`src/rtl/arranque_pkg.sv`:
```
// Shared types and default dwell constants for the soft-start ramp controller.
// Optional stop input is enabled by defining PARO_EN.
package arranque_pkg;

    typedef enum logic [1:0] {
        StIdle,
        StRampUp,
        StRun,
        StRampDown
    } arranque_state_e;

    localparam int unsigned DWELL_FAST_DEF = 25;
    localparam int unsigned DWELL_SLOW_DEF = 100;

endpackage

```
`src/rtl/arranque_temporizador.sv`:
```
// Dwell counter: raises step once the count reaches dwell-1, then restarts from zero.
module arranque_temporizador #(
    parameter int unsigned DWELL_W = 8
) (
    input  logic               clk,
    input  logic               reset,
    input  logic               clr_i,
    input  logic               en_i,
    input  logic [DWELL_W-1:0] dwell_i,
    output logic               step_o
);

    logic [DWELL_W-1:0] cnt_q, cnt_d;

    // ">=" rather than "==" so a shorter dwell picked mid-step fires at once.
    assign step_o = en_i && (cnt_q >= (dwell_i - DWELL_W'(1)));

    always_comb begin
        cnt_d = cnt_q;
        if (clr_i || step_o) begin
            cnt_d = '0;
        end else if (en_i) begin
            cnt_d = cnt_q + DWELL_W'(1);
        end
    end

    always_ff @(posedge clk) begin
        if (reset) begin
            cnt_q <= '0;
        end else begin
            cnt_q <= cnt_d;
        end
    end

endmodule

```
`src/rtl/arranque_rampa_param.sv`:
```
// Parametrised soft-start ramp: steps a one-hot speed level up/down with mode-dependent dwell.
// Defining PARO_EN adds the 'paro' stop input, which forces the ramp back to off.
module arranque_rampa_param
    import arranque_pkg::*;
#(
    parameter int unsigned N_LEVELS   = 3,
    parameter int unsigned DWELL_W    = 8,
    parameter int unsigned DWELL_FAST = DWELL_FAST_DEF,
    parameter int unsigned DWELL_SLOW = DWELL_SLOW_DEF,
    localparam int unsigned LvlW      = $clog2(N_LEVELS + 1)
) (
    input  logic                clk,
    input  logic                reset,
    input  logic                Rapido,
    input  logic                Lento,
`ifdef PARO_EN
    input  logic                paro,
`endif
    output logic [N_LEVELS-1:0] out_lvl,
    output logic [LvlW-1:0]     level_idx,
    output logic                ramping,
    output logic                at_top
);

    localparam logic [DWELL_W-1:0] DwellFast = DWELL_W'(DWELL_FAST);
    localparam logic [DWELL_W-1:0] DwellSlow = DWELL_W'(DWELL_SLOW);
    localparam logic [LvlW-1:0]    LvlTop    = LvlW'(N_LEVELS);

    arranque_state_e    state_q, state_d;
    logic [LvlW-1:0]    level_q, level_d;
    logic               req;
    logic               tmr_clr, tmr_en, tmr_step;
    logic [DWELL_W-1:0] dwell_sel;

    assign req = Rapido | Lento;

    arranque_temporizador #(
        .DWELL_W (DWELL_W)
    ) u_temporizador (
        .clk     (clk),
        .reset   (reset),
        .clr_i   (tmr_clr),
        .en_i    (tmr_en),
        .dwell_i (dwell_sel),
        .step_o  (tmr_step)
    );

    always_ff @(posedge clk) begin
        if (reset) begin
            state_q <= StIdle;
            level_q <= '0;
        end else begin
            state_q <= state_d;
            level_q <= level_d;
        end
    end

    always_comb begin
        state_d   = state_q;
        level_d   = level_q;
        tmr_clr   = 1'b0;
        tmr_en    = 1'b0;
        dwell_sel = DwellSlow;
        unique case (state_q)
            StIdle: begin
                tmr_clr = 1'b1;
                if (req) begin
                    level_d = LvlW'(1);
                    state_d = StRampUp;
                end
            end
            StRampUp: begin
                if (!req) begin
                    tmr_clr = 1'b1;
                    state_d = StRampDown;
                end else begin
                    tmr_en    = 1'b1;
                    dwell_sel = Rapido ? DwellFast : DwellSlow;
                    if (tmr_step) begin
                        if (level_q < LvlTop) begin
                            level_d = level_q + LvlW'(1);
                        end
                        if (level_q >= LvlTop - LvlW'(1)) begin
                            state_d = StRun;
                        end
                    end
                end
            end
            StRun: begin
                tmr_clr = 1'b1;
                if (!req) begin
                    state_d = StRampDown;
                end
            end
            StRampDown: begin
                if (req) begin
                    tmr_clr = 1'b1;
                    state_d = StRampUp;
                end else begin
                    tmr_en = 1'b1;
                    if (tmr_step) begin
                        if (level_q != '0) begin
                            level_d = level_q - LvlW'(1);
                        end
                        if (level_q <= LvlW'(1)) begin
                            state_d = StIdle;
                        end
                    end
                end
            end
            default: begin
                state_d = StIdle;
                level_d = '0;
                tmr_clr = 1'b1;
            end
        endcase
`ifdef PARO_EN
        // Stop overrides any request; restart needs paro low and a request.
        if (paro) begin
            state_d = StIdle;
            level_d = '0;
            tmr_clr = 1'b1;
            tmr_en  = 1'b0;
        end
`endif
    end

    always_comb begin
        out_lvl = '0;
        for (int k = 0; k < N_LEVELS; k++) begin
            out_lvl[k] = (level_q == LvlW'(k + 1));
        end
        level_idx = level_q;
        ramping   = (state_q == StRampUp) || (state_q == StRampDown);
        at_top    = (state_q == StRun);
    end

endmodule
```
`config.mk`:
```
export PLATFORM = sky130hd
export DESIGN_NAME = arranque_rampa_param
export DESIGN_NICKNAME = d
export VERILOG_FILES = /design/src/rtl/arranque_pkg.sv /design/src/rtl/arranque_temporizador.sv /design/src/rtl/arranque_rampa_param.sv
export SDC_FILE = /design/constraint.sdc
export NUM_CORES = 1
export LEC_CHECK = 0
export ABC_CLOCK_PERIOD_IN_PS = 3430
export CELL_PAD_IN_SITES_DETAIL_PLACEMENT = 1
export CELL_PAD_IN_SITES_GLOBAL_PLACEMENT = 2
export CORE_MARGIN = 2
export CORE_UTILIZATION = 35
export CTS_BUF_LIST = sky130_fd_sc_hd__clkbuf_2 sky130_fd_sc_hd__clkbuf_4 sky130_fd_sc_hd__clkbuf_8
export CTS_CLUSTER_SIZE = 14
export DETAILED_ROUTE_END_ITERATION = 7
export PLACE_DENSITY = 0.81
export SETUP_SLACK_MARGIN = 0.3
export SKIP_CTS_REPAIR_TIMING = 1
export SLEW_MARGIN = 25
export SYNTH_ARGS = -nofsm -noshare
export SYNTH_HDL_FRONTEND = slang
export SYNTH_SLANG_ARGS = --single-unit
```
`constraint.sdc`:
```
create_clock -name clk -period 3.43 [get_ports clk]
set_clock_uncertainty 0.1 [all_clocks]
set_input_delay 0.5145 -clock clk [delete_from_list [all_inputs] [get_ports clk]]
set_output_delay 0.5145 -clock clk [all_outputs]
set_load 0.02 [all_outputs]
```
## Yosys cells after proc, flatten, opt, wreduce, memory -nomap -nowiden

Index checks and enable logic that the tools add are counted.
W data, S select, Z words.

- Word-level logic and storage cells: 63
- Memory bits (read-only): 0
- Memory bits (writable): 0
- Bits of input ports: 4
- Latch bits: 0
- Flip-flop bits (word level): 12
- Memories kept: 0
- Output and inout port bits: 7

- Muxes and demuxes: 23
- Reduce and logical (&&, ||, !) cells: 10
- Magnitude comparators: 4
- Shift-type cells: 0
- Bitwise gates (word level): 1
- Eq/ne operators: 18
- Divide/modulo/power cells: 0
- Multipliers: 0
- Add/sub/neg operators: 4

Operators by type and width:

| cell | count |
|---|---|
| $mux W2 | 14 |
| $mux W7 | 3 |
| $ne A2 B2 Y1 const B | 6 |
| $add A8 B1 Y8 const B | 1 |
| $eq A2 B2 Y1 const B | 4 |
| $ge A8 B8 Y1 | 1 |
| $pmux W2 S4 | 1 |
| $reduce_and A8 Y1 | 1 |
| $sub A7 B1 Y8 const B | 1 |
| $ne A3 B2 Y1 const B | 2 |
| $ne A3 B3 Y1 const B | 2 |
| $pmux W2 S3 | 1 |
| $reduce_and A6 Y1 | 1 |
| $eq A2 B1 Y1 const B | 2 |
| $ne A2 B1 Y1 const B | 2 |
| $reduce_or A2 Y1 | 2 |
| $pmux W1 S3 | 1 |
| $reduce_bool A3 Y1 | 1 |
| $add A2 B1 Y2 const B | 1 |
| $ge A2 B2 Y1 const B | 1 |
| $le A2 B1 Y1 const B | 1 |
| $logic_not A2 Y1 | 1 |
| $logic_or A1 B1 Y1 | 2 |
| $lt A2 B2 Y1 const B | 1 |
| other kinds (6) | 7 |

## Logic depth before layout (Yosys ltp)

Gate-level depths: netlist of the first run.

- Word-level depth: 9
- Depth in mapped cells: 11

## Hierarchy

From an unflattened synthesis of the first run, not the netlist that was laid out.

- Cells, all modules: 130
- Area total of the unflattened synthesis: 1204.9 um^2

By module, submodules not included:

| module | times used | sequential area each (um^2) | area each (um^2) | cells each |
|---|---|---|---|---|
| arranque_temporizador | 1 | 160.2 | 724.4 | 72 |
| arranque_rampa_param | 1 | 80.1 | 480.5 | 58 |

## Least setup slack after synthesis of the first run

OpenSTA, ideal clock, no wires.

- Kind: register to register
- Start point: reg state_q[1]
- End point: reg u_temporizador.cnt_q[7]
- Cell stages (with the launch flop): 11
- Period minus slack after synthesis: 2.825 ns
- Path buffers: 1
- Arrival time: 2.651 ns
- Slack: 0.605 ns
- Path through: dfxtp_1 inv_1 ha_1 clkbuf_1 nand2_1 ha_1 nand2b_4 a2111o_1 a21o_1 or4_1 a31oi_1

- Cells in the longest elaborated chain, start to end: 7
- Elaborated cells on any way between the ends: 13
- Those cells by class: add/sub: 1; order compare: 1; eq/ne: 3; mux: 3; reduce/logical: 5

Ends and longest elaborated chain:

| element | RTL line | text |
|---|---|---|
| start, declared | arranque_rampa_param.sv:29 | `arranque_state_e state_q, state_d;` |
| start signal, assigned | arranque_rampa_param.sv:50 | `state_q <= StIdle;` |
| start signal, assigned | arranque_rampa_param.sv:53 | `state_q <= state_d;` |
| $eq A2 B1 Y1 | arranque_rampa_param.sv:64 | `unique case (state_q)` |
| $mux W7 | arranque_rampa_param.sv:64 |  |
| $sub A7 B1 Y8 | arranque_temporizador.sv:16 | `assign step_o = en_i && (cnt_q >= (dwell_i - DWELL_W'(1)));` |
| $ge A8 B8 Y1 | arranque_temporizador.sv:16 |  |
| $logic_and A1 B1 Y1 | arranque_temporizador.sv:16 |  |
| $logic_or A1 B1 Y1 | arranque_temporizador.sv:20 | `if (clr_i \|\| step_o) begin` |
| $reduce_or A2 Y1 (no source line) | - |  |
| end signal, assigned | arranque_temporizador.sv:31 | `cnt_q <= cnt_d;` |
| end, declared | arranque_temporizador.sv:13 | `logic [DWELL_W-1:0] cnt_q, cnt_d;` |

Parallel ways exist; a longest one is shown, timed or not.
A chain may end at the register's enable or synchronous reset.

## Final worst setup path of the first run

- Start point: in Rapido
- End point: reg u_temporizador.cnt_q[7]

- Cells in the longest elaborated chain, start to end: 8
- Elaborated cells on any way between the ends: 13
- Those cells by class: add/sub: 1; order compare: 1; mux: 7; bitwise: 1; reduce/logical: 3

Ends and longest elaborated chain:

| element | RTL line | text |
|---|---|---|
| start, declared | arranque_rampa_param.sv:14 | `input logic Rapido,` |
| $mux W7 or $or A1 B1 Y1 (tied branches) | arranque_rampa_param.sv:78, arranque_rampa_param.sv:35 |  |
| $mux W7 | arranque_rampa_param.sv:73 | `if (!req) begin` |
| $mux W7 | arranque_rampa_param.sv:64 |  |
| $sub A7 B1 Y8 | arranque_temporizador.sv:16 |  |
| $ge A8 B8 Y1 | arranque_temporizador.sv:16 |  |
| $logic_and A1 B1 Y1 | arranque_temporizador.sv:16 |  |
| $logic_or A1 B1 Y1 | arranque_temporizador.sv:20 |  |
| $reduce_or A2 Y1 (no source line) | - |  |

Parallel ways exist; a longest one is shown, timed or not.

==> metrics.log, run 1 <==
INFO  metric crit_path_start_kind = input pin
INFO  metric syn-mean-instance-area = 8.38 um2
INFO  metric via_count_of_the_first_global_routing_pass = 1046
INFO  metric synthArstFlopShare = 0%
INFO  metric yosys.cell_types.count = 37
INFO  metric totalPowerFinal = 736 uW
INFO  metric final_net_count = 156
INFO  metric hold-path-endpoint = u_temporizador.cnt_q[7]
INFO  metric synth_ff_type = dfxtp_1
INFO  metric regToRegStartpoint = state_q[1]
INFO  metric grt_usage = 19.0%
INFO  metric synth.largest_area_cell = dfxtp_1
INFO  metric post_synth_instance_area = 988 um2
INFO  metric cts_buffer_depth = 2
INFO  metric drc = 0
INFO  metric ff_latch_area = between 200 and 250 um2
INFO  metric finalSetupViolCount = 0
INFO  metric cts.sinks = 12
INFO  metric synth_edf_count = 0
INFO  metric worst_r2r_endpoint = state_q[0]
INFO  metric worst_setup_path_end_kind = register
INFO  metric viasPerCell = 5.66
INFO  metric slowest_delay = 0.52 ns
INFO  metric syn-num-nets = 139
INFO  metric cts_made_buffers = 3
INFO  metric multi_input_area = approximately 700 um2
INFO  metric worst-r2r-setup-slack = 0.68 ns
INFO  metric netlist_instances = 118
INFO  metric mostFrequentLayoutCell = ha_1
INFO  metric timing.reg2reg.worst_path_depth = 11
INFO  metric insertedDiodeCount = 0
INFO  metric cts.clk_slew.worst_paths = around 0.08 ns
INFO  metric wirelength = around 2500 um
INFO  metric start_util = 36.5%
INFO  metric via_count = 934
INFO  metric fin_tns_setup = 0 ns
INFO  metric htree_levels = 1
INFO  metric worst_ep_arrival_time = 2.91 ns
INFO  metric grt_max_degree = 12
INFO  metric min_path_cells = 2
INFO  metric globalRoute.totalOverflow = 0
INFO  metric place.gp.congestion = a little under 0.8
INFO  metric design.portCount = 11
INFO  metric critPathRequiredTime = about 3.5 ns
INFO  metric hold_violations = 0
INFO  metric crit_chain = clkdlybuf4s50_1, nand2_1, ha_1, nand2b_4, a2111o_1, a21o_1, or4_1, a31oi_1
INFO  metric post-dp-hpwl = 2090 um
INFO  metric highest_count_cells_in_the_layout_ignoring_fill_and_taps = ha_1 (17), dfxtp_1 (12), nand2_1 (11), clkdlybuf4s50_1 (10), a21oi_1 (8)
INFO  metric antenna_violations_before_repair = 0
INFO  metric timing.setup.critical_path_class = input pin to register
INFO  metric synth.area.top_cells = dfxtp_1 (24%), ha_1 (22%), nand2_1 (4.2%), a21oi_1 (4.1%), o21ai_0 (3.0%)
INFO  metric flow.area_growth_from_synthesis = 20.0%
INFO  metric tightest_slew_margin_relative_to_the_limit = 60.6%
INFO  metric placement.setup.worst_slack = 0.333 ns
INFO  metric die_width = roughly 57 um
INFO  metric power.density = 620 nW/um2
INFO  metric critPathSlowestCell = clkdlybuf4s50_1
INFO  metric worst_max_slew_pin_slew = roughly 0.59 ns
INFO  metric dr.first_iter.drc_count = 20
INFO  metric timing.final.crit_share = 81.9%
INFO  metric routedWlPerCell = between 15 and 20 um
INFO  metric cts_tree = yes
INFO  metric layout_min_cycle_time = 2.81 ns
INFO  metric fillers = ~340
INFO  metric hold_path_startpoint = u_temporizador.cnt_q[7]
INFO  metric rsz0062_at_grt = false
INFO  metric die_height = 57.1 um
INFO  metric max-cap-violations = 0
INFO  metric grt_first_pass_wirelength = 4910 um
INFO  metric core_area = between 2000 and 3000 um2
INFO  metric dr.pass1.iters = 4
INFO  metric placement_rows = 19
INFO  metric status = completed
INFO  metric yosysWarningCount = 0
INFO  metric power.ir.vdd_worst = 417 uV
INFO  metric achievable-frequency = 356 MHz
INFO  metric antenna_violating_nets_post_route = 0
INFO  metric timing.critical_path.fanout_max = 5
INFO  metric yosysTopAreaCellShare = 24.3%
INFO  metric dieArea = 3260 um2
INFO  metric final-max-slew-violation-count = 0
INFO  metric skew_pair_late_insertion_delay = 0.28 ns
INFO  metric hold_class = register to register
INFO  metric sequential_fraction_of_the_synthesis_area = 24.3%
INFO  metric clock-root-buffer = clkbuf_4
INFO  metric yosys_register_bits = 12
INFO  metric p_leak = 0.513 nW
INFO  metric finalWorstSetupSlack = 0.621 ns
INFO  metric port-buffer-count = 10
INFO  metric layout-drive-gt1-share = between 8 and 9%
[metrics by stage]
stage	hold slack (ns)	area (um2)	std cells	util, %
after floorplan	0.383	988	118	-
after global placement	0.404	1150	161	42.4
after CTS	0.431	1190	165	43.8
after global routing	0.467	1190	165	43.8
final	0.422	1190	165	43.8
after detailed placement	0.419	1150	161	42.4
[flip-flops by register name, summed over array words and instances, names as in the netlist]
name	cells
u_temporizador.cnt_q	8
level_idx	2
state_q	2
[area by class of cell]
class / count / area share, %
clock buffer: 4 / 3.06
inverter: 7 / 2.22
multi-input combinational: 97 / 60.2
sequential: 12 / 20.3
tap: 31 / 3.27
timing repair buffer: 14 / 11.0
[cell usage after synthesis, types with 2 or more instances]
cell	n
a2111o_1	2
a21o_1	2
a21oi_1	8
a31oi_1	4
a32o_1	2
and3_1	2
dfxtp_1	12
ha_1	17
inv_1	7
mux2i_1	2
nand2_1	11
nand3_1	5
nor2_1	7
nor3_1	3
nor3b_1	3
o21ai_0	6
o31ai_1	3
or2_2	2
or4_1	2
[worst max path at each step]
| stage | start | to | slack (ns) | cells past startpoint |
|---|---|---|---|---|
| 6_report | Rapido | u_temporizador.cnt_q[7] | 0.62 | 8 |
| 5_1_grt | state_q[1] | state_q[0] | 0.38 | 11 |
| 4_1_cts | Rapido | u_temporizador.cnt_q[7] | 0.62 | 8 |
| 3_5_place_dp | Rapido | u_temporizador.cnt_q[7] | 0.33 | 8 |
| 3_3_place_gp | Rapido | u_temporizador.cnt_q[7] | 0.38 | 8 |
| 2_1_floorplan | state_q[1] | u_temporizador.cnt_q[7] | 0.60 | 10 |
[metal layers]
metal  part of all wire [%]  routed length (um)  vias up  GRT usage (%)
met5                      0                   0        -              0
met4                      0                   0        0           2.66
met3                    2.0                  52        0           4.31
met2                     54                1360        9           35.3
met1                     44                1120      450           22.7
li1                       -                   -      475              -
[logic make-up (layout without fill, tap and decap cells)]
group	after synthesis	in the layout	synth area share, %
DFF	12	12	24.3
and+or+nand+nor	39	39	21.3
AOI/OAI and AO/OA	38	38	27.1
muxes	2	2	2.03
other	1	1	0.379
adders and majority gates	17	17	21.5
buffers and inverters	9	25	3.42
[power by group]
group          switching, mW  internal, mW  leakage [nW]
Clock                 0.0526        0.0645        0.0210
Sequential            0.0239         0.160        0.0974
Combinational          0.248         0.187         0.395
Total                  0.325         0.411         0.513
[worst max-delay path: cells and delay by family]
kind / cells / cell delay, ns
adder cells (fa/ha/maj): 1 / 0.29
AND/OR/NAND/NOR: 3 / 0.76
AO/OA/AOI/OAI: 3 / 0.83
buffers and inverters: 1 / 0.52
Note: power is estimated with default switching activity, not from simulation.
==> run 2, diff against run 1 <==
Settings changed: ABC_CLOCK_PERIOD_IN_PS 3430 to 2900.
Clock period 3.43 ns to 2.9 ns, I/O delays scaled along.
==> metrics.log, run 2 (same netlist as run 1, synthesis figures left out) <==
INFO  metric layout_min_cycle_time = about 2.5 ns
INFO  metric place.gp.congestion = 0.740 (-4.7%)
INFO  metric fillers = 334 (-0.60%)
INFO  metric dieArea = 3260 um2 (unchanged)
INFO  metric core_area = 2710 um2 (unchanged)
INFO  metric grt_usage = 17.8% (-1.2 points)
INFO  metric regToRegStartpoint = state_q[1]
INFO  metric critPathSlowestCell = or4_4
INFO  metric port-buffer-count = 10 (unchanged)
INFO  metric cts_made_buffers = 3 (unchanged)
INFO  metric cts_buffer_depth = 2 (unchanged)
INFO  metric globalRoute.totalOverflow = 0 (unchanged)
INFO  metric p_leak = 0.567 nW (+11%)
INFO  metric wirelength = 2770 um (+9.1%)
INFO  metric power.ir.vdd_worst = 384 uV (-7.9%)
INFO  metric cts_tree = yes
INFO  metric dr.pass1.iters = 4 (unchanged)
INFO  metric worst_ep_arrival_time = 2.64 ns (-0.27 ns)
INFO  metric cts.clk_slew.worst_paths = 0.09 ns (about the same)
INFO  metric mostFrequentLayoutCell = ha_1
INFO  metric final-max-slew-violation-count = 0 (unchanged)
INFO  metric htree_levels = 1 (unchanged)
INFO  metric antenna_violating_nets_post_route = 0 (unchanged)
INFO  metric largest_register_ff_count = 8 (unchanged)
INFO  metric start_util = 36.5% (unchanged)
INFO  metric hold_violations = 0 (unchanged)
INFO  metric antenna_violations_before_repair = 0 (unchanged)
INFO  metric crit_chain = inv_4, ha_4, nand2_4, ha_1, nand2b_4, a2111o_1, a21o_1, or4_4, a31oi_1
INFO  metric power.density = 737 nW/um2 (+19%)
INFO  metric skew_pair_late_insertion_delay = 0.28 ns (about the same)
INFO  metric routedWlPerCell = 16.1 um (+4.7%)
INFO  metric hold_class = register to register
INFO  metric timing.final.crit_share = 87.1%
INFO  metric totalPowerFinal = 947 uW (+29%)
INFO  metric via_count = 989 (+5.9%)
INFO  metric design.portCount = 11 (unchanged)
INFO  metric post-dp-hpwl = 2130 um (+1.8%)
INFO  metric hold_path_startpoint = u_temporizador.cnt_q[7]
INFO  metric layout-drive-gt1-share = 18.4% (+9.5 points)
INFO  metric timing.critical_path.fanout_max = 4 (-1)
INFO  metric insertedDiodeCount = 0 (unchanged)
INFO  metric die_height = 57.1 um (unchanged)
INFO  metric max_flop_register = u_temporizador.cnt_q
INFO  metric grt_first_pass_wirelength = 4480 um (-8.8%)
INFO  metric slowest_delay = 0.51 ns (about the same)
INFO  metric dr.first_iter.drc_count = 19 (-5.0%)
INFO  metric worst-r2r-setup-slack = 0.37 ns (-0.31 ns)
INFO  metric flow.area_growth_from_synthesis = 30.0%
INFO  metric layout.cell_area.non_filler = 1280 um2 (+8.3%)
INFO  metric highest_count_cells_in_the_layout_ignoring_fill_and_taps = ha_1 (16), buf_4 (11), nand2_1 (10), dfxtp_1 (10), clkdlybuf4s50_1 (9)
INFO  metric achievable-frequency = 396 MHz
INFO  metric via_count_of_the_first_global_routing_pass = 993 (-5.1%)
INFO  metric crit_path_start_kind = register
INFO  metric post_layout_nonfiller_instances = 172 (+4.2%)
INFO  metric max-cap-violations = 0 (unchanged)
INFO  metric timing.setup.critical_path_class = register to register
INFO  metric status = completed
INFO  metric placement_rows = 19 (unchanged)
INFO  metric drc = 0 (unchanged)
INFO  metric cts.sinks = 12 (unchanged)
INFO  metric viasPerCell = 5.75 (+1.6%)
INFO  metric fin_tns_setup = 0 ns (unchanged)
INFO  metric grt_max_degree = 12 (unchanged)
INFO  metric dp.cells = 165 (+2.5%)
INFO  metric worst_setup_path_end_kind = register
INFO  metric final_net_count = 163 (+4.5%)
INFO  metric hold_ws = 0.449 ns (+0.0275 ns)
INFO  metric crit_start = state_q[1]
INFO  metric rsz0062_at_grt = false
INFO  metric finalSetupViolCount = 0 (unchanged)
INFO  metric detailed_place.area = 1180 um2 (+2.9%)
INFO  metric clock-root-buffer = clkbuf_4
INFO  metric die_width = 57.1 um (unchanged)
INFO  metric critPathRequiredTime = 3.02 ns (-0.51 ns)
==> run 2: final cells by class <==
cell class	count	area, um2	share of cell area [%]
Sequential cell	12	245	19.1
Inverter	7	28.8	2.24
Clock buffer	4	36.3	2.82
Multi-Input combinational cell	97	751	58.4
Timing Repair Buffer	21	185	14.4
Tap cell	31	38.8	3.02
==> run 2: critical path: cells and delay by family (launching register included) <==
kind            cells  cell delay (ns)
fa+ha+maj           2             0.42
flops               1             0.36
buf+inv             1             0.07
compound gates      3             0.82
simple gates        3             0.70
==> run 2: final timing paths <==
check | end | cells after the start
min reg2reg | u_temporizador.cnt_q[7] | 2
min | u_temporizador.cnt_q[7] | 2
max | u_temporizador.cnt_q[7] | 9
max reg2reg | u_temporizador.cnt_q[7] | 9
==> run 2: report_power, final <==
| part | internal [mW] | total, mW | switching [mW] |
|---|---|---|---|
| Sequential | 0.194 | 0.223 | 0.0293 |
| Clock | 0.0763 | 0.141 | 0.0647 |
| Combinational | 0.260 | 0.583 | 0.323 |
==> run 2: per-stage QoR <==
stage / utilization (%) / setup slack (ns)
floorplan: - / 0.308
global placement: 43.7 / 0.0731
detailed placement: 43.7 / 0.0310
CTS: 45.0 / 0.302
global route: 47.4 / 0.279
finish: 47.4 / 0.373
==> run 2: layer usage <==
metal / routed length, um / GRT usage (%)
met1: 1210 / 20.2
met2: 1490 / 31.4
met3: 60 / 3.85
met4: 16 / 8.64
met5: 0 / 0
